===== config.mk =====
export PLATFORM = sky130hd
export DESIGN_NAME = univ_shift_register
export DESIGN_NICKNAME = d
export VERILOG_FILES = /design/src/rtl/univ_shift_register.sv
export SDC_FILE = /design/constraint.sdc
export NUM_CORES = 1
export LEC_CHECK = 0
export ABC_AREA = 1
export CAP_MARGIN = 20
export CORE_MARGIN = 5
export CORE_UTILIZATION = 41
export DETAILED_ROUTE_END_ITERATION = 12
export GPL_TIMING_DRIVEN = 0
export PLACE_DENSITY_LB_ADDON = 0.08
export SETUP_SLACK_MARGIN = 0.05
export SLEW_MARGIN = 15
export SYNTH_ARGS = -nofsm -noshare
export SYNTH_HDL_FRONTEND = slang
export SYNTH_SLANG_ARGS = --single-unit

===== constraint.sdc =====
create_clock -name clk -period 1.25 [get_ports clk]
set_clock_uncertainty 0.05 [all_clocks]
set_input_delay 0.125 -clock clk [delete_from_list [all_inputs] [get_ports clk]]
set_output_delay 0.125 -clock clk [all_outputs]
set_load 0.01 [all_outputs]

===== src/rtl/univ_shift_register.sv =====
// Universal WIDTH-bit register: hold, load, shift, rotate and clear, with serial out and a saturating shift counter.
// Optional registered parity output `par` is present when SHREG_PARITY_EN is defined.
module univ_shift_register #(
    parameter int               WIDTH     = 8,
    parameter logic [WIDTH-1:0] RESET_VAL = '0
) (
    input  logic                       clk,
    input  logic                       reset,
    input  logic                       en,
    input  logic [2:0]                 mode,
    input  logic [WIDTH-1:0]           d,
    input  logic                       sin,
    output logic [WIDTH-1:0]           q,
    output logic                       sout,
    output logic [$clog2(WIDTH+1)-1:0] cnt,
    output logic                       done
`ifdef SHREG_PARITY_EN
    ,
    output logic                       par
`endif
);

    localparam int             CW      = $clog2(WIDTH + 1);
    localparam logic [CW-1:0]  CNT_MAX = CW'(WIDTH);

    typedef enum logic [2:0] {
        M_HOLD  = 3'b000,
        M_LOAD  = 3'b001,
        M_SHL   = 3'b010,
        M_SHR   = 3'b011,
        M_ROTL  = 3'b100,
        M_ROTR  = 3'b101,
        M_CLEAR = 3'b110,
        M_RSVD  = 3'b111
    } mode_t;

    mode_t            mode_e;
    logic [WIDTH-1:0] q_r, q_nxt;
    logic             sout_r, sout_nxt;
    logic [CW-1:0]    cnt_r, cnt_nxt;
    logic             shift_op;

    assign mode_e = mode_t'(mode);

    always_comb begin
        q_nxt    = q_r;
        sout_nxt = sout_r;
        cnt_nxt  = cnt_r;
        shift_op = 1'b0;
        if (en) begin
            case (mode_e)
                M_LOAD: begin
                    q_nxt   = d;
                    cnt_nxt = '0;
                end
                M_SHL: begin
                    q_nxt    = {q_r[WIDTH-2:0], sin};
                    sout_nxt = q_r[WIDTH-1];
                    shift_op = 1'b1;
                end
                M_SHR: begin
                    q_nxt    = {sin, q_r[WIDTH-1:1]};
                    sout_nxt = q_r[0];
                    shift_op = 1'b1;
                end
                M_ROTL: begin
                    q_nxt    = {q_r[WIDTH-2:0], q_r[WIDTH-1]};
                    sout_nxt = q_r[WIDTH-1];
                    shift_op = 1'b1;
                end
                M_ROTR: begin
                    q_nxt    = {q_r[0], q_r[WIDTH-1:1]};
                    sout_nxt = q_r[0];
                    shift_op = 1'b1;
                end
                M_CLEAR: begin
                    q_nxt    = '0;
                    sout_nxt = 1'b0;
                    cnt_nxt  = '0;
                end
                default: ;
            endcase
            // Data keeps moving once saturated; only the count stops.
            if (shift_op && (cnt_r != CNT_MAX))
                cnt_nxt = cnt_r + 1'b1;
        end
    end

    always_ff @(posedge clk) begin
        if (!reset) begin
            q_r    <= RESET_VAL;
            sout_r <= 1'b0;
            cnt_r  <= '0;
        end else begin
            q_r    <= q_nxt;
            sout_r <= sout_nxt;
            cnt_r  <= cnt_nxt;
        end
    end

`ifdef SHREG_PARITY_EN
    logic par_r;

    // Computed from the next value so par tracks q with no extra latency.
    always_ff @(posedge clk) begin
        if (!reset)
            par_r <= ^RESET_VAL;
        else
            par_r <= ^q_nxt;
    end

    assign par = par_r;
`endif

    assign q    = q_r;
    assign sout = sout_r;
    assign cnt  = cnt_r;
    assign done = (cnt_r == CNT_MAX);

endmodule

==> results.md <==
* Status: finished with violations
* Failing checks: negative setup slack
* Hold Buf Count CTS at 0
* Hold path startpoint: mode[0]
* Worst Path Max Fanout at 3
* Via density at 4.98
* Die Height at 57.8 um
* Synth-to-Final Area Change at 43.2%
* Non-Filler Instances at 227
* Total number of vias at 1130
* Setup violators final at 1
* DIE WIDTH at 57.8 um
* Seq/Total Area, Yosys at 27.7%
* Commonest non-fill, non-tap cell in the layout: nand2_1
* Largest family of logic cells by synthesized area: simple AND/OR/NAND/NOR gates
* Placed Instances at 219
* HPWL after detailed placement at 1850 um
* Hold depth at 5
* Endpoint type of the worst setup path: output pin
* Initial antenna violation count at 0
* Slew headroom at 68.9%
* Total Wirelength at 2630 um
* First-pass GRT wire length at 4550 um
* Compound-Gate Fraction of Synth Area at 4.27%
* RePlAce Congestion at 0.819
* Worst Hold End: q[7]$_SDFFE_PN0P_
* Setup crit start kind: flop
* Crit path DAT at 1080 ps
* Core area at 2190 um^2
* Ant diodes at 0
* TNS Setup at -0.286 ps
* RSZ-0062 raised after global routing: yes
* Worst flop-to-flop path endpoint: cnt[2]$_SDFFE_PN0P_
* Worst-margin pin slew at 467 ps
* Vias in the first global route at 1106
* CTS Buffer Depth at 2
* Top FF cell, synth: dfxtp_1
* Largest net degree at the start of global routing at 11
* Initial Utilization at 42.8%
* Post-layout net count at 217
* CTS tree: yes
* H-tree depth at 1
* Full die area at 3350 um^2
* Synth Net Count at 181
* Flops & latches, synth at 13
* Number of enable flip-flop cells after synthesis at 0
* Clock slew seen by the registers of the worst setup and hold paths at 80 ps
* Peak supply drop at 0.589 mV
* Mux contribution to synthesized area at 0%
* Clock sink count at 13
* Max_cap viols at 0
* Most frequent cells in the layout: 63 x nand2_1, 24 x nand3_1, 20 x nor2_1, 14 x inv_1, 12 x dlygate4sd2_1
* Worst Path Required at 1080 ps
* Number of port buffers at 27
* CTS Root Cell: clkbuf_4
* Area of the multi-input gates at 624 um^2
* Mapped Cells at 164
* Highest Clock Rate at 800 MHz
* Synth async-reset ratio at 0%
* RR Startpoint: cnt[0]$_SDFFE_PN0P_
* Global route total overflow at 0
* Post-Syn Area at 938 um^2
* Layout cells sized above 1 at 17.6%
* Adder-Cell Fraction of Synth Area at 2.67%
* Leak at 0.000695 uW
* Worst min-delay path class: input pin to flop
* Hold Violations, Final at 0
* Simple logic cell fraction of the synthesized area at 54.3%
* Cell Pwr Density at 801 nW/um^2
* CTS buffer count at 3
* R2R setup slack at 90 ps
* Yosys cell types at 20
* Mean Syn Cell Area at 5.72 um^2
* Slew Viols, Final at 0
* ANT nets after route at 0
* Ys Warns at 0
* Storage element area at 272 um^2
* Worst reg-to-reg path cell count at 6
* First-pass DRT Iterations at 4
* Number of fill cells at 220
* Overall Global Routing Usage at 17.1%
* # DRC at 0
* Worst Slack Setup Final at -0.286 ps
* Wirelength per Cell at 11.6 um
* Tmin final at 1250 ps
* Xor/xnor cell area share of the yosys netlist at 0.933%
* Tcrit/Tclk final at 100%
* Row count at 17
* CP Class: flop to output pin
* I/O Pins at 29
* DRT iter0 DRCs at 10
* Insertion delay to the later sink of the worst-skew pair at 280 ps
## critical path, cell delays in order (launching register included)
cell	delay (ps)
dfxtp_4	360
inv_2	60
ha_4	140
nand3_4	80
inv_2	60
buf_6	90
## worst max path at each step
stage	cells past startpoint	startpoint	slack, ps	to
after floorplan	6	cnt[0]$_SDFFE_PN0P_	50	cnt[0]$_SDFFE_PN0P_
after global placement	8	mode[0]	-450	q[0]$_SDFFE_PN0P_
after detailed placement	8	mode[0]	-460	q[2]$_SDFFE_PN0P_
after CTS	5	cnt[1]$_SDFFE_PN0P_	-8	done
after global routing	5	cnt[1]$_SDFFE_PN0P_	-50	done
final	5	cnt[1]$_SDFFE_PN0P_	-0.3	done
## power breakdown
part           switching, uW  internal, uW
Sequential              28.4           441
Clock                    147           124
Combinational            186           149
Total                    362           714
## layout make-up
type | count | area share (%)
Buffer | 4 | 2.23
Tap cell | 28 | 2.61
Clock buffer | 4 | 1.96
Timing Repair Buffer | 31 | 20.8
Sequential cell | 13 | 20.2
Inverter | 20 | 5.77
Multi-Input combinational cell | 127 | 46.5
## layer usage
layer	part of all wire, %	vias up	global-route usage [%]
li1	-	582	-
met1	44	514	20.6
met2	48	30	27.7
met3	6.3	4	4.45
met4	1.4	0	9.27
met5	0	-	0
## cell families after synthesis
logic type | after synthesis
buffers and inverters | 24
adder cells (fa/ha/maj) | 2
XOR/XNOR | 1
flip-flops | 13
AO/OA/AOI/OAI | 8
AND/OR/NAND/NOR | 116
## flip-flops by register name, summed over array words and instances, names as in the netlist
name	count
q	8
cnt	4
sout	1
## what timing repair did
action	in CTS	in global routing
setup buffers	3	1
pin swaps	3	4
gates cloned	0	0
gates resized for setup	36	12
setup endpoints to repair	27	12
## cell usage after synthesis (2+ instances only)
master	instances	share of area, %
clkbuf_1	2	0.80
inv_2	3	1.2
nand2_1	64	26
ha_1	2	2.7
a21oi_1	5	2.7
o21ai_0	3	1.6
nor2_1	20	8.0
inv_1	17	6.8
nand3_1	25	13
dfxtp_1	13	28
## per-stage QoR
stage	utilization [%]	setup slack (ps)	hold WS (ps)	instance area (um^2)	total power (uW)
3_5_place_dp	57.0	-456	464	1250	808
6_report	61.3	-0.286	237	1340	1080
4_1_cts	60.5	-8.23	305	1330	1080
2_1_floorplan	-	50.4	219	943	664
5_1_grt	61.3	-52.2	282	1340	1160
3_3_place_gp	57.0	-450	454	1250	803
(Power assumes the default switching activity.)
